## src/rtl/floor_gen_if.sv

```systemverilog
// Floor-platform bus: the slime mover supplies tick/slime_y; floor_gen
// returns the four floor slots, their enables, the score and game-over.
interface floor_gen_if;
  logic        tick;
  logic [9:0]  slime_y;
  logic [10:0] floor_pos_x0;
  logic [10:0] floor_pos_x1;
  logic [10:0] floor_pos_x2;
  logic [10:0] floor_pos_x3;
  logic [10:0] floor_pos_y0;
  logic [10:0] floor_pos_y1;
  logic [10:0] floor_pos_y2;
  logic [10:0] floor_pos_y3;
  logic [3:0]  enable;
  logic [15:0] score;
  logic        game_over;

  // floor_gen side
  modport master (
    input  tick, slime_y,
    output floor_pos_x0, floor_pos_x1, floor_pos_x2, floor_pos_x3,
    output floor_pos_y0, floor_pos_y1, floor_pos_y2, floor_pos_y3,
    output enable, score, game_over
  );

  // consumer side (slime mover / renderer)
  modport slave (
    output tick, slime_y,
    input  floor_pos_x0, floor_pos_x1, floor_pos_x2, floor_pos_x3,
    input  floor_pos_y0, floor_pos_y1, floor_pos_y2, floor_pos_y3,
    input  enable, score, game_over
  );
endinterface

```

## src/rtl/floor_gen.sv

```systemverilog
// floor_gen: owns four floor slots. Scrolls them down while the slime is
// above the scroll line, retires floors falling off the bottom, respawns
// them at the top at an LFSR-chosen x, counts scroll steps as score and
// latches game-over when the slime reaches the bottom row.
// The *_INIT parameters hold the power-up layout; their defaults are the
// standard starting screen.
module floor_gen #(
  parameter logic [9:0]  SCROLL_LINE = 10'd240,
  parameter logic [10:0] MIN_GAP     = 11'd80,
  parameter logic [9:0]  X_MAX       = 10'd599,
  parameter logic [10:0] BOTTOM      = 11'd479,
  parameter logic [15:0] SEED        = 16'hACE1,
  parameter logic [39:0] X_INIT      = {10'd80, 10'd420, 10'd160, 10'd300},
  parameter logic [39:0] Y_INIT      = {10'd99, 10'd199, 10'd299, 10'd399},
  parameter logic [3:0]  EN_INIT     = 4'b1111,
  parameter logic [15:0] SCORE_INIT  = 16'h0000
) (
  input  logic         clk,
  input  logic         rst,
  floor_gen_if.master  bus
);

  typedef enum logic [0:0] {
    ST_RUN  = 1'b0,
    ST_OVER = 1'b1
  } state_t;

  state_t      state_r, state_s;
  logic [9:0]  x_r [4];
  logic [9:0]  y_r [4];
  logic [9:0]  x_s [4];
  logic [9:0]  y_s [4];
  logic [3:0]  en_r, en_s;
  logic [15:0] score_r, score_s;
  logic [15:0] lfsr_r, lfsr_s;
  logic        scroll_s;
  logic        gap_ok_s;
  logic        spawn_s;
  logic [1:0]  slot_s;
  logic [9:0]  cand_x_s;

  // 16-bit Fibonacci LFSR step, taps 16,14,13,11
  function automatic logic [15:0] lfsr_next(input logic [15:0] l);
    return {l[14:0], l[15] ^ l[13] ^ l[12] ^ l[10]};
  endfunction

  // Fold the 10-bit LFSR slice into the legal floor x range 0..X_MAX
  function automatic logic [9:0] fold_x(input logic [9:0] c);
    logic [9:0] r;
    if (c > X_MAX) begin
      r = c - 10'd424;
    end else begin
      r = c;
    end
    return r;
  endfunction

  // Next-state logic: FSM, scroll/retire, respawn, score, LFSR
  always_comb begin
    state_s  = state_r;
    x_s      = x_r;
    y_s      = y_r;
    en_s     = en_r;
    score_s  = score_r;
    lfsr_s   = lfsr_next(lfsr_r);
    scroll_s = 1'b0;
    gap_ok_s = 1'b1;
    slot_s   = 2'd0;
    cand_x_s = fold_x(lfsr_r[9:0]);

    // Respawn is gated on the current registers only, so a slot retired
    // this cycle cannot come back until the next one.
    for (int n = 0; n < 4; n++) begin
      if (en_r[n] && ({1'b0, y_r[n]} < MIN_GAP)) begin
        gap_ok_s = 1'b0;
      end else begin
        gap_ok_s = gap_ok_s;
      end
    end
    for (int n = 3; n >= 0; n--) begin
      if (!en_r[n]) begin
        slot_s = 2'(n);
      end else begin
        slot_s = slot_s;
      end
    end
    spawn_s = gap_ok_s && (en_r != 4'b1111);

    case (state_r)
      ST_RUN: begin
        if (bus.slime_y == BOTTOM[9:0]) begin
          state_s = ST_OVER;
        end else begin
          state_s = ST_RUN;
        end
        scroll_s = bus.tick && (bus.slime_y < SCROLL_LINE);
        for (int n = 0; n < 4; n++) begin
          if (spawn_s && (slot_s == 2'(n))) begin
            // New floor lands at the top, unaffected by this cycle's scroll
            en_s[n] = 1'b1;
            y_s[n]  = 10'd0;
            x_s[n]  = cand_x_s;
          end else if (scroll_s && en_r[n]) begin
            if (({1'b0, y_r[n]} + 11'd1) > BOTTOM) begin
              en_s[n] = 1'b0;
              y_s[n]  = 10'd0;
            end else begin
              y_s[n]  = y_r[n] + 10'd1;
            end
          end else begin
            y_s[n] = y_r[n];
          end
        end
        if (scroll_s && (score_r != 16'hFFFF)) begin
          score_s = score_r + 16'd1;
        end else begin
          score_s = score_r;
        end
      end
      ST_OVER: begin
        state_s = ST_OVER;
      end
      default: begin
        state_s = ST_RUN;
      end
    endcase
  end

  // State registers with synchronous reset to the starting screen
  always_ff @(posedge clk) begin
    if (rst) begin
      state_r <= ST_RUN;
      en_r    <= EN_INIT;
      score_r <= SCORE_INIT;
      lfsr_r  <= SEED;
      for (int n = 0; n < 4; n++) begin
        x_r[n] <= X_INIT[10*n +: 10];
        y_r[n] <= Y_INIT[10*n +: 10];
      end
    end else begin
      state_r <= state_s;
      en_r    <= en_s;
      score_r <= score_s;
      lfsr_r  <= lfsr_s;
      for (int n = 0; n < 4; n++) begin
        x_r[n] <= x_s[n];
        y_r[n] <= y_s[n];
      end
    end
  end

  assign bus.floor_pos_x0 = {1'b0, x_r[0]};
  assign bus.floor_pos_x1 = {1'b0, x_r[1]};
  assign bus.floor_pos_x2 = {1'b0, x_r[2]};
  assign bus.floor_pos_x3 = {1'b0, x_r[3]};
  assign bus.floor_pos_y0 = {1'b0, y_r[0]};
  assign bus.floor_pos_y1 = {1'b0, y_r[1]};
  assign bus.floor_pos_y2 = {1'b0, y_r[2]};
  assign bus.floor_pos_y3 = {1'b0, y_r[3]};
  assign bus.enable       = en_r;
  assign bus.score        = score_r;
  assign bus.game_over    = (state_r == ST_OVER);

endmodule

```

## src/flat_wrapper.sv

```systemverilog
// flat-port wrapper written by rule: the top's interface ports become plain ports
module floor_gen_flat 
#(
  parameter logic [9:0]  SCROLL_LINE = 10'd240,
  parameter logic [10:0] MIN_GAP     = 11'd80,
  parameter logic [9:0]  X_MAX       = 10'd599,
  parameter logic [10:0] BOTTOM      = 11'd479,
  parameter logic [15:0] SEED        = 16'hACE1,
  parameter logic [39:0] X_INIT      = {10'd80, 10'd420, 10'd160, 10'd300},
  parameter logic [39:0] Y_INIT      = {10'd99, 10'd199, 10'd299, 10'd399},
  parameter logic [3:0]  EN_INIT     = 4'b1111,
  parameter logic [15:0] SCORE_INIT  = 16'h0000
)
  (clk, rst, bus_tick, bus_slime_y, bus_floor_pos_x0, bus_floor_pos_x1, bus_floor_pos_x2, bus_floor_pos_x3, bus_floor_pos_y0, bus_floor_pos_y1, bus_floor_pos_y2, bus_floor_pos_y3, bus_enable, bus_score, bus_game_over);
  floor_gen_if bus_i ();
  input  logic clk;
  input  logic rst;
  input wire logic [$bits(bus_i.tick)-1:0] bus_tick;
  input wire logic [$bits(bus_i.slime_y)-1:0] bus_slime_y;
  output wire logic [$bits(bus_i.floor_pos_x0)-1:0] bus_floor_pos_x0;
  output wire logic [$bits(bus_i.floor_pos_x1)-1:0] bus_floor_pos_x1;
  output wire logic [$bits(bus_i.floor_pos_x2)-1:0] bus_floor_pos_x2;
  output wire logic [$bits(bus_i.floor_pos_x3)-1:0] bus_floor_pos_x3;
  output wire logic [$bits(bus_i.floor_pos_y0)-1:0] bus_floor_pos_y0;
  output wire logic [$bits(bus_i.floor_pos_y1)-1:0] bus_floor_pos_y1;
  output wire logic [$bits(bus_i.floor_pos_y2)-1:0] bus_floor_pos_y2;
  output wire logic [$bits(bus_i.floor_pos_y3)-1:0] bus_floor_pos_y3;
  output wire logic [$bits(bus_i.enable)-1:0] bus_enable;
  output wire logic [$bits(bus_i.score)-1:0] bus_score;
  output wire logic [$bits(bus_i.game_over)-1:0] bus_game_over;
  assign bus_i.tick = bus_tick;
  assign bus_i.slime_y = bus_slime_y;
  assign bus_floor_pos_x0 = bus_i.floor_pos_x0;
  assign bus_floor_pos_x1 = bus_i.floor_pos_x1;
  assign bus_floor_pos_x2 = bus_i.floor_pos_x2;
  assign bus_floor_pos_x3 = bus_i.floor_pos_x3;
  assign bus_floor_pos_y0 = bus_i.floor_pos_y0;
  assign bus_floor_pos_y1 = bus_i.floor_pos_y1;
  assign bus_floor_pos_y2 = bus_i.floor_pos_y2;
  assign bus_floor_pos_y3 = bus_i.floor_pos_y3;
  assign bus_enable = bus_i.enable;
  assign bus_score = bus_i.score;
  assign bus_game_over = bus_i.game_over;
  floor_gen #(.SCROLL_LINE(SCROLL_LINE), .MIN_GAP(MIN_GAP), .X_MAX(X_MAX), .BOTTOM(BOTTOM), .SEED(SEED), .X_INIT(X_INIT), .Y_INIT(Y_INIT), .EN_INIT(EN_INIT), .SCORE_INIT(SCORE_INIT)) u_core (.clk(clk), .rst(rst), .bus(bus_i));
endmodule
```

## config.mk

```make
export PLATFORM = sky130hd
export DESIGN_NAME = floor_gen_flat
export DESIGN_NICKNAME = d
export VERILOG_FILES = /design/src/rtl/floor_gen_if.sv /design/src/rtl/floor_gen.sv /design/src/flat_wrapper.sv
export SDC_FILE = /design/constraint.sdc
export NUM_CORES = 1
export LEC_CHECK = 0
export ABC_AREA = 0
export CORE_UTILIZATION = 25
export DETAILED_ROUTE_END_ITERATION = 12
export DONT_BUFFER_PORTS = 1
export MAX_ROUTING_LAYER = met4
export SLEW_MARGIN = 25
export SYNTH_ARGS = -nofsm -noshare
export SYNTH_HDL_FRONTEND = slang
export SYNTH_SLANG_ARGS = --single-unit
```

## constraint.sdc

```tcl
create_clock -name clk -period 2.63 [get_ports clk]
set_input_delay 0.526 -clock clk [delete_from_list [all_inputs] [get_ports clk]]
set_output_delay 0.526 -clock clk [all_outputs]
set_load 0.03 [all_outputs]
```

* After elaboration in Yosys (flattened, before gate mapping)
Cells that the tools add are included. Widths: inputs -> output; s select.
Word-level totals: output and inout bits 109, register bits after elaboration 117, ROM bits 0, latch bits 0, bits of input ports 13, bits in writable memories 0, memories kept 0, logic and storage cells 117
Operators by class: shift-type cells 0, multiplexer cells 35, equal/unequal tests 6, divide/modulo/power cells 0, reduce and logical (&&, ||, !) cells 37, $lt $le $gt $ge 10, $mul 0, bitwise logic cells 4, $add $sub $neg 10
Operators by type and width (number):
- $mux 10 | 13
- $add 10x1->11 const B | 4
- $gt 11x9->1 const B | 4
- $add 10x1->10 const B | 4
- $lt 10x7->1 const B | 4
- $reduce_and 2->1 | 9
- $mux 1 | 17
- $add 16x1->16 const B | 1
- $ne 16x16->1 const B | 1
- $reduce_bool 2->1 | 8
- $logic_and 1x1->1 | 15
- $reduce_and 3->1 | 4
- $eq 10x9->1 const B | 1
- $gt 10x10->1 const B | 1
- $lt 10x8->1 const B | 1
- $sub 10x9->10 const B | 1
- $mux 2 | 4
- $eq 2x2->1 const B | 2
- $ne 4x4->1 const B | 1
- $xor 1x1->1 | 3
- $eq 2x1->1 const B | 1
- $logic_not 2->1 | 1
- $pmux 1 s2 | 1
- $not 1->1 | 1

* Longest topological paths before layout
Gate-level depths: netlist of run 1.
depth in word-level cells 10, mapped depth 10, gate-level depth less buffers 8

* Least setup slack after synthesis of run 1
No wires, ideal clock.
path kind register -> register, from register u_core.y_r (netlist bit u_core.bus.floor_pos_y0[0]), to register u_core.y_r (netlist bit u_core.bus.floor_pos_y0[2]), setup time 120 ps, setup slack 207 ps, cell stages (with the launch flop) 9, path buffers 1, arrival time 2303 ps, clock period less this slack 2423 ps, cells stage by stage dfxtp_1 > inv_1 > ha_1 > nor4_1 > a211oi_1 > o311ai_2 > clkbuf_1 > nor3b_1 > a211o_1
On the way: cells in the longest elaborated chain, start to end 10, elaborated cells on any way between the ends 16, those cells by class 2 x add/sub; 2 x order compare; 7 x mux; 5 x reduce/logical
Ends and longest elaborated chain:
- from (decl) | line floor_gen.sv:30 | logic [9:0] y_r [4];
- from (signal, indexed assignment) | line floor_gen.sv:138 | y_r[n] <= Y_INIT[10*n +: 10];
- from (signal, indexed assignment) | line floor_gen.sv:147 | y_r[n] <= y_s[n];
- branches (longest 10 deep; another with $add 10x1->11)
Several ways; the timed one is not identified. The select of a mux whose other input is x is not followed. A chain may end at the register's enable or synchronous reset.

* Final worst setup path of run 1
from register u_core.y_r (netlist bit u_core.bus.floor_pos_y1[1]), to register u_core.y_r (netlist bit u_core.bus.floor_pos_y1[2])
On the way: cells in the longest elaborated chain, start to end 9, elaborated cells on any way between the ends 15, those cells by class 2 x add/sub; 2 x order compare; 6 x mux; 5 x reduce/logical
Ends and longest elaborated chain:
- branches (longest 9 deep; another with $add 10x1->11)
Several ways; the timed one is not identified. The select of a mux whose other input is x is not followed.

==> results of run 1 <==
[where the power goes]
part	switching, W	internal [W]
clock	0.000918	0.00155
combinational	0.000188	0.000119
sequential	0.0000543	0.00181
total	0.00116	0.00348
[synthesized netlist by cell type (all sizes together) (4+ instances only)]
cell	number	area, sq um
or2	13	83.8
nor3b	5	37.5
o2bb2ai	5	50.0
mux2i	7	70.1
clkbuf	21	82.6
nand2b	8	50.1
or3	7	48.8
buf	24	153
a211o	21	184
nand3	17	85.1
o21ai	35	175
and3	9	56.3
a221o	4	40.0
xnor2	14	123
nand3b	4	30.0
inv	16	60.1
a21oi	43	223
and2	4	25.0
nor4	12	90.1
o31ai	12	90.1
a211oi	10	80.1
nor3	25	125
xor2	12	105
nor2b	14	87.6
dfxtp	117	2340
nor4b	6	52.6
nand2	74	285
ha	10	125
nor2	69	259
nand4	14	106
a21o	8	60.1
and4	5	43.8
[final cells by class]
class,count,area (sq um)
Inverter,16,60.1
Clock buffer,18,439
Timing Repair Buffer,69,531
Clock inverter,14,189
Multi-Input combinational cell,507,3120
Sequential cell,117,2340
Fill cell,2321,15100
Tap cell,280,350
[registers in the layout, indices dropped and copies added, names as in the netlist]
register                 flops
u_core.bus.enable            4
u_core.lfsr_r               16
u_core.bus.game_over         1
u_core.bus.floor_pos_x2     10
u_core.bus.floor_pos_y2     10
u_core.bus.score            16
u_core.bus.floor_pos_y3     10
u_core.bus.floor_pos_x1     10
u_core.bus.floor_pos_y1     10
u_core.bus.floor_pos_x0     10
u_core.bus.floor_pos_x3     10
u_core.bus.floor_pos_y0     10
[worst register-to-register path, stage by stage (launching register included)]
cell,delay (ns)
dfxtp_1,0.36
ha_1,0.26
and4_1,0.28
and3_1,0.19
nor4_1,0.30
a211oi_2,0.11
or2_4,0.28
or3b_1,0.37
a31oi_1,0.15
[worst paths after layout]
check	slack (ns)	cells past startpoint	endpoint	start
max	0.25	8	u_core.bus.floor_pos_y1[2]	u_core.bus.floor_pos_y1[1]
min	0.24	1	u_core.bus.floor_pos_y2[4]	rst
max reg2reg	0.25	8	u_core.bus.floor_pos_y1[2]	u_core.bus.floor_pos_y1[1]
min reg2reg	0.41	1	u_core.lfsr_r[15]	u_core.lfsr_r[14]
[cell families after synthesis]
| logic type | Yosys count | synth area share (%) |
|---|---|---|
| AO/OA/AOI/OAI | 163 | 19.6 |
| XOR/XNOR | 26 | 3.99 |
| adder cells (fa/ha/maj) | 10 | 2.19 |
| buffers and inverters | 61 | 5.17 |
| flip-flops | 117 | 41.0 |
| multiplexers | 7 | 1.23 |
| other | 1 | 0.0656 |
| AND/OR/NAND/NOR | 293 | 26.8 |
[metrics by stage]
stage | worst slack (ns) | hold WS [ns] | std cells
3_5_place_dp | 0.186 | 0.401 | 989
2_1_floorplan | 0.207 | 0.389 | 685
4_1_cts | 0.183 | 0.170 | 1021
3_3_place_gp | 0.240 | 0.393 | 989
6_report | 0.250 | 0.245 | 1021
5_1_grt | 0.0662 | 0.212 | 1021
[routing by layer]
metal,part of all wire (%),global-route usage (%),up-vias
met4,0.76,3.61,0
met5,0,-,-
li1,-,-,2517
met3,7.9,6.07,9
met1,46,17.4,2384
met2,45,21.4,133
==> flow_metrics.env, run 1 <==
export IMPL_outcome="finished, final reports clean"
export IMPL_async_flop_share_pct=0
export IMPL_synth_edf_count=0
export IMPL_place_congestion=0.877
export IMPL_worstPathCellList="ha_1 > and4_1 > and3_1 > nor4_1 > a211oi_2 > or2_4 > or3b_1 > a31oi_1"
export IMPL_clockRootBuffer="clkbuf_16"
export IMPL_cts_buffers=17
export IMPL_fmax_mhz=420
export IMPL_final_area_sq_mm=0.00703
export IMPL_nNetsFinal=751
export IMPL_rsz0062_at_grt="no"
export IMPL_power_w=0.00464
export IMPL_grt_pass1_vias=4692
export IMPL_io_pins=122
export IMPL_drive_gt1_share_pct=17.9
export IMPL_die_h_um=153
export IMPL_h_tree_depth=4
export IMPL_clock_latency_ns=0.41
export IMPL_die_area_sq_mm=0.0235
export IMPL_tightest_slew_ns=0.659
export IMPL_crit_family="simple AND/OR/NAND/NOR gates"
export IMPL_num_vias=5043
export IMPL_clock_sinks=117
export IMPL_fin_skew_ns=0.0148
export IMPL_critPathSlowestCell="or3b_1"
export IMPL_num_rows=54
export IMPL_drc=0
export IMPL_avgSynthCellArea_sq_um=8.43
export IMPL_hp_class="in2reg"
export IMPL_hold_violations=0
export IMPL_grt_max_degree=120
export IMPL_power_density_mw_per_mm2=660
export IMPL_diodes=0
export IMPL_syn2layout_area_growth_pct=23.1
export IMPL_yosys_cell_types_count=69
export IMPL_clockBufferDepth=2
export IMPL_max_stage_delay_ns=0.37
export IMPL_ys_warn_count=0
export IMPL_mostFrequentLayoutCell="dfxtp_1"
export IMPL_postCtsSetupRepairBufs=0
export IMPL_antenna_found_initial=0
export IMPL_finalCriticalPeriod_ns=2.38
export IMPL_critPathMaxFanout=6
export IMPL_arrival_ns=2.72
export IMPL_start_util_pct=25.9
export IMPL_finalCritPeriodShare_pct=90.5
export IMPL_worstPathRequired_ns=2.97
export IMPL_ant_nets=0
export IMPL_critPathKind="reg2reg"
export IMPL_dp_hpwl_um=11300
export IMPL_setup_viol=0
export IMPL_startpoint_type="register"
export IMPL_crit_buf_inv=0
export IMPL_netlist_area_sq_mm=0.00571
export IMPL_io_buffer_count=0
export IMPL_setup_tns_ns=0
export IMPL_drt_total_wl_um=15900
export IMPL_syn_inst=678
export IMPL_layout_common_cells="dfxtp_1, nand2_1, nor2_1"
export IMPL_vdd_ir_drop_max_mv=0.349
export IMPL_cts_tree="built"
export IMPL_drt_iter0_markers=250
export IMPL_power_leakage_nw=2.52
export IMPL_drt_first_pass_iters=4
export IMPL_grtUsageTotal_pct=14.2
export IMPL_finalMaxSlewViolations=0
export IMPL_final_util_pct=31.8
export IMPL_ys_seq_area_share_pct=41.0
export IMPL_drt_vias_per_instance=4.94
export IMPL_synthFlopType="dfxtp_1"
export IMPL_cts_resized=0
export IMPL_hold_buffers=0
export IMPL_end_kind="register"
export IMPL_wl_per_cell_um=15.5
export IMPL_slew_headroom_pct=56.1
export IMPL_grt_overflow_total=0
export IMPL_cap_viol_max_count=0
export IMPL_fp_dieW_um=153
export IMPL_grt_pass1_wl_um=25400
export IMPL_ys_ff_latch=117
export IMPL_clk_pin_slew_worst_paths_ns=0.06
export IMPL_placed_area_sq_mm=0.00639
export IMPL_core_sq_mm=0.0221
(Power assumes the default switching activity.)
==> inputs of run 2 (changes only) <==
--- a/config.mk
+++ b/config.mk
@@ -10,6 +10,7 @@
 export DETAILED_ROUTE_END_ITERATION = 12
 export DONT_BUFFER_PORTS = 1
 export MAX_ROUTING_LAYER = met4
+export RECOVER_POWER = 50
 export SLEW_MARGIN = 25
 export SYNTH_ARGS = -nofsm -noshare
 export SYNTH_HDL_FRONTEND = slang
==> constraint.sdc (replaced) <==
create_clock -name clk -period 2.05 [get_ports clk]
set_input_delay 0.41 -clock clk [delete_from_list [all_inputs] [get_ports clk]]
set_output_delay 0.41 -clock clk [all_outputs]
set_load 0.03 [all_outputs]
==> flow_metrics.env, run 2 (synthesis gave the netlist of run 1 again) <==
export IMPL_outcome="finished, violations left"
export IMPL_violations="negative setup slack"
export IMPL_critPathSlowestCell="dfxtp_4"
export IMPL_fp_dieW_um=153
export IMPL_drt_total_wl_um=18000
export IMPL_critPathMaxFanout=6
export IMPL_fmax_mhz=463
export IMPL_arrival_ns=2.45
export IMPL_dp_hpwl_um=12200
export IMPL_wl_per_cell_um=15.8
export IMPL_drt_iter0_markers=239
export IMPL_diodes=0
export IMPL_core_sq_mm=0.0221
export IMPL_clock_latency_ns=0.42
export IMPL_worstPathCellList="nand4_1 > buf_4 > o21a_1 > o221ai_2 > nor4b_4 > a22oi_2 > buf_4 > o21ai_1 > a221o_1"
export IMPL_fin_ws_ns=-0.110
export IMPL_nNetsFinal=873
export IMPL_grt_pass1_wl_um=28700
export IMPL_clk_pin_slew_worst_paths_ns=0.06
export IMPL_hold_buffers=0
export IMPL_grt_pass1_vias=5435
export IMPL_hold_violations=0
export IMPL_cap_viol_max_count=0
export IMPL_layout_common_cells="buf_4, dfxtp_1, nor2_1"
export IMPL_clockRootBuffer="clkbuf_16"
export IMPL_end_kind="register"
export IMPL_rrSetupSlack_ns=-0.11
export IMPL_power_density_mw_per_mm2=681
export IMPL_tightest_slew_ns=0.686
export IMPL_holdWs_ns=0.0475
export IMPL_hp_class="in2reg"
export IMPL_clock_sinks=117
export IMPL_num_rows=54
export IMPL_syn2layout_area_growth_pct=52.8
export IMPL_dp_cells=1084
export IMPL_drive_gt1_share_pct=43.2
export IMPL_drt_vias_per_instance=4.87
export IMPL_mostFrequentLayoutCell="buf_4"
export IMPL_die_area_sq_mm=0.0235
export IMPL_power_leakage_nw=3.26
export IMPL_num_vias=5563
export IMPL_fill_cells=2203
export IMPL_critPathKind="reg2reg"
export IMPL_rsz0062_at_grt="yes"
export IMPL_io_buffer_count=0
export IMPL_grt_overflow_total=0
export IMPL_vdd_ir_drop_max_mv=0.490
export IMPL_drt_first_pass_iters=4
export IMPL_die_h_um=153
export IMPL_start_util_pct=25.9
export IMPL_finalMaxSlewViolations=0
export IMPL_startpoint_type="register"
export IMPL_clockBufferDepth=2
export IMPL_fin_skew_ns=0.0125
export IMPL_finalCriticalPeriod_ns=2.16
export IMPL_cts_buffers=17
export IMPL_drc=0
export IMPL_cts_tree="built"
export IMPL_crit_top_cell="buf_4"
export IMPL_setup_tns_ns=-1.06
export IMPL_dp_slack_ns=-0.219
export IMPL_place_congestion=0.825
export IMPL_setup_viol=21
export IMPL_h_tree_depth=4
export IMPL_ff2ff_path_depth=9
export IMPL_grt_max_degree=120
export IMPL_grtUsageTotal_pct=15.8
export IMPL_slew_headroom_pct=53.8
export IMPL_ant_nets=0
export IMPL_antenna_found_initial=0
export IMPL_instances_no_fill=1143
export IMPL_finalCritPeriodShare_pct=105
export IMPL_worstPathRequired_ns=2.34
export IMPL_io_pins=122
export IMPL_max_stage_delay_ns=0.38
export IMPL_min_path_cells=1
## run 2: critical path, delay by kind of cell (launching register included)
family,cells,cell delay [ns]
flip-flops,1,0.38
AO/OA/AOI/OAI,5,1.05
AND/OR/NAND/NOR,2,0.26
buffers and inverters,2,0.37
## run 2: per-layer routing
metal,vias to the layer above,global-route usage (%),part of all wire (%)
li1,2766,-,-
met1,2652,18.6,43
met2,138,25.4,48
met3,7,6.15,8.4
met4,0,3.17,0.43
met5,-,-,0
## run 2: timing repair
| action | CTS | global route |
|---|---|---|
| cloned | 1 | 1 |
| setup buffers | 15 | 11 |
| resized for setup | 47 | 61 |
| pin swaps | 30 | 36 |
| endpoints found under the hold margin | 0 | 0 |
| endpoints found under the setup margin | 44 | 66 |
## run 2: path summary, 6_finish.rpt
kind                                    from                    endpoint
hold reg to reg            u_core.lfsr_r[14]           u_core.lfsr_r[15]
hold / removal                           rst  u_core.bus.floor_pos_y2[4]
setup / recovery  u_core.bus.floor_pos_y2[5]  u_core.bus.floor_pos_y2[6]
setup reg to reg  u_core.bus.floor_pos_y2[5]  u_core.bus.floor_pos_y2[6]
## run 2: where the power goes
part	internal (W)	total [W]	switching (W)	leakage, nW
logic	0.000294	0.000615	0.000320	2.02
clock network	0.00178	0.00294	0.00116	0.284
registers	0.00231	0.00238	0.0000668	0.955
total	0.00439	0.00594	0.00155	3.26
## run 2: cell type report
type | count | area, sq um | share of cell area, %
clock buffer | 19 | 464 | 5.32
clock inverter | 13 | 118 | 1.35
inverter | 16 | 65.1 | 0.745
multi-input combinational | 507 | 3670 | 42.1
sequential | 117 | 2440 | 27.9
tap | 280 | 350 | 4.01
timing repair buffer | 191 | 1620 | 18.6
## run 2: per-stage QoR
stage | util [%] | cell area (sq um) | total power [W]
floorplan | - | 6110 | 0.00279
detailed placement | 33.6 | 7430 | 0.00295
global placement | 33.6 | 7430 | 0.00295
global route | 39.5 | 8730 | 0.00619
CTS | 37.9 | 8370 | 0.00600
finish | 39.5 | 8730 | 0.00594
==> inputs of run 3 (changes only) <==
--- a/config.mk
+++ b/config.mk
@@ -6,7 +6,7 @@
 export NUM_CORES = 1
 export LEC_CHECK = 0
 export ABC_AREA = 0
-export CORE_UTILIZATION = 25
+export CORE_UTILIZATION = 40
 export DETAILED_ROUTE_END_ITERATION = 12
 export DONT_BUFFER_PORTS = 1
 export MAX_ROUTING_LAYER = met4
==> constraint.sdc (replaced) <==
create_clock -name clk -period 2.44 [get_ports clk]
set_input_delay 0.488 -clock clk [delete_from_list [all_inputs] [get_ports clk]]
set_output_delay 0.488 -clock clk [all_outputs]
set_load 0.03 [all_outputs]
==> flow_metrics.env, run 3 (synthesis gave the netlist of run 1 again) <==
export IMPL_outcome="finished, final reports clean"
export IMPL_fp_dieW_um=122
export IMPL_worstHoldEndpoint="u_core.bus.floor_pos_y2[4]"
export IMPL_tightest_slew_ns=0.690
export IMPL_worstPathCellList="buf_4 > nand2_1 > o41ai_2 > o221ai_2 > a21o_1 > a22oi_1 > buf_4 > nor2_1 > a221o_1"
export IMPL_clockRootBuffer="clkbuf_16"
export IMPL_fin_skew_ns=0.0130
export IMPL_drc=0
export IMPL_layout_common_cells="dfxtp_1, nand2_1, nor2_1"
export IMPL_die_area_sq_mm=0.0148
export IMPL_critPathKind="reg2reg"
export IMPL_postCtsSetupRepairBufs=0
export IMPL_hold_violations=0
export IMPL_min_from="rst"
export IMPL_clockBufferDepth=2
export IMPL_mostFrequentLayoutCell="dfxtp_1"
export IMPL_instances_no_fill=931
export IMPL_cts_tree="built"
export IMPL_grt_overflow_total=0
export IMPL_hold_buffers=0
export IMPL_core_sq_mm=0.0139
export IMPL_rrSetupSlack_ns=0.09
export IMPL_fmax_mhz=426
export IMPL_finalCritPeriodShare_pct=96.3
export IMPL_max_stage_delay_ns=0.38
export IMPL_met2_usage_pct=34.3
export IMPL_arrival_ns=2.63
export IMPL_drt_first_pass_iters=5
export IMPL_diodes=0
export IMPL_io_buffer_count=0
export IMPL_placed_area_sq_mm=0.00636
export IMPL_nNetsFinal=764
export IMPL_critPathMaxFanout=9
export IMPL_grt_pass1_wl_um=24100
export IMPL_vdd_ir_drop_max_mv=0.462
export IMPL_grtUsageMet1_pct=24.7
export IMPL_die_h_um=122
export IMPL_finalMaxSlewViolations=0
export IMPL_power_density_mw_per_mm2=689
export IMPL_num_vias=5182
export IMPL_drt_total_wl_um=15200
export IMPL_dp_hpwl_um=10800
export IMPL_grt_max_degree=120
export IMPL_grtUsageTotal_pct=21.4
export IMPL_ff2ff_path_depth=9
export IMPL_cts_resized=0
export IMPL_r2r_end="u_core.bus.floor_pos_y2[2]"
export IMPL_setup_viol=0
export IMPL_dp_cells=902
export IMPL_worstPathRequired_ns=2.73
export IMPL_grtUsageMet3_pct=7.80
export IMPL_hp_class="in2reg"
export IMPL_clock_sinks=117
export IMPL_clock_latency_ns=0.41
export IMPL_cts_buffers=17
export IMPL_crit_top_cell="buf_4"
export IMPL_drt_vias_per_instance=5.57
export IMPL_grt_pass1_vias=4925
export IMPL_crit_family="compound AO/OA/AOI/OAI gates"
export IMPL_finalCriticalPeriod_ns=2.35
export IMPL_crit_buf_inv=2
export IMPL_drive_gt1_share_pct=14.9
export IMPL_place_congestion=0.875
export IMPL_drt_iter0_markers=421
export IMPL_grt_busiest_layer="met2"
export IMPL_critPathSlowestCell="a221o_1"
export IMPL_power_leakage_nw=2.43
export IMPL_syn2layout_area_growth_pct=19.7
export IMPL_ant_nets=0
export IMPL_antenna_found_initial=0
export IMPL_h_tree_depth=4
export IMPL_clk_pin_slew_worst_paths_ns=0.05
export IMPL_cap_viol_max_count=0
export IMPL_num_rows=43
export IMPL_end_kind="register"
export IMPL_final_area_sq_mm=0.00684
export IMPL_wl_per_cell_um=16.3
export IMPL_reg2reg_from="u_core.bus.floor_pos_y2[1]"
export IMPL_startpoint_type="register"
export IMPL_min_path_cells=1
export IMPL_io_pins=122
export IMPL_start_util_pct=41.2
export IMPL_slew_headroom_pct=53.5
## run 3: final cells by class
class | instances | area [sq um]
Multi-Input combinational cell | 507 | 3150
Timing Repair Buffer | 82 | 504
Clock inverter | 9 | 108
Sequential cell | 117 | 2340
Clock buffer | 20 | 447
Fill cell | 1357 | 7040
Tap cell | 180 | 225
Inverter | 16 | 60.1
## run 3: worst max path at each step
| stage | slack (ns) | start | cells past startpoint | to |
|---|---|---|---|---|
| floorplan | 0.02 | u_core.bus.floor_pos_y0[0] | 8 | u_core.bus.floor_pos_y0[2] |
| global placement | 0.09 | bus_slime_y[8] | 7 | u_core.bus.floor_pos_y1[2] |
| detailed placement | 0.04 | u_core.bus.floor_pos_y2[0] | 8 | u_core.bus.floor_pos_y2[6] |
| CTS | 0.03 | u_core.bus.floor_pos_y2[0] | 8 | u_core.bus.floor_pos_y2[6] |
| global route | -0.03 | u_core.bus.floor_pos_y1[2] | 7 | u_core.bus.floor_pos_y1[2] |
| finish | 0.09 | u_core.bus.floor_pos_y2[1] | 9 | u_core.bus.floor_pos_y2[2] |
## run 3: metrics by stage
stage	setup WS, ns	hold slack [ns]	utilization [%]	setup TNS [ns]	total power (W)
finish	0.0910	0.174	49.3	0	0.00471
global route	-0.0348	0.139	49.3	-0.0348	0.00488
CTS	0.0257	0.149	49.8	0	0.00476
detailed placement	0.0448	0.398	45.8	0	0.00239
global placement	0.0867	0.397	45.8	0	0.00238
floorplan	0.0175	0.389	-	0	0.00232
## run 3: per-layer routing
| metal | vias to the layer above | part of all wire, % |
|---|---|---|
| met5 | - | 0 |
| met4 | 0 | 1.2 |
| met3 | 18 | 7.5 |
| met2 | 161 | 47 |
| met1 | 2455 | 44 |
| li1 | 2548 | - |
## run 3: report_power, final
group	internal, W	switching (W)
Clock	0.00151	0.000852
Combinational	0.000128	0.000214
Sequential	0.00196	0.0000505
Total	0.00359	0.00112
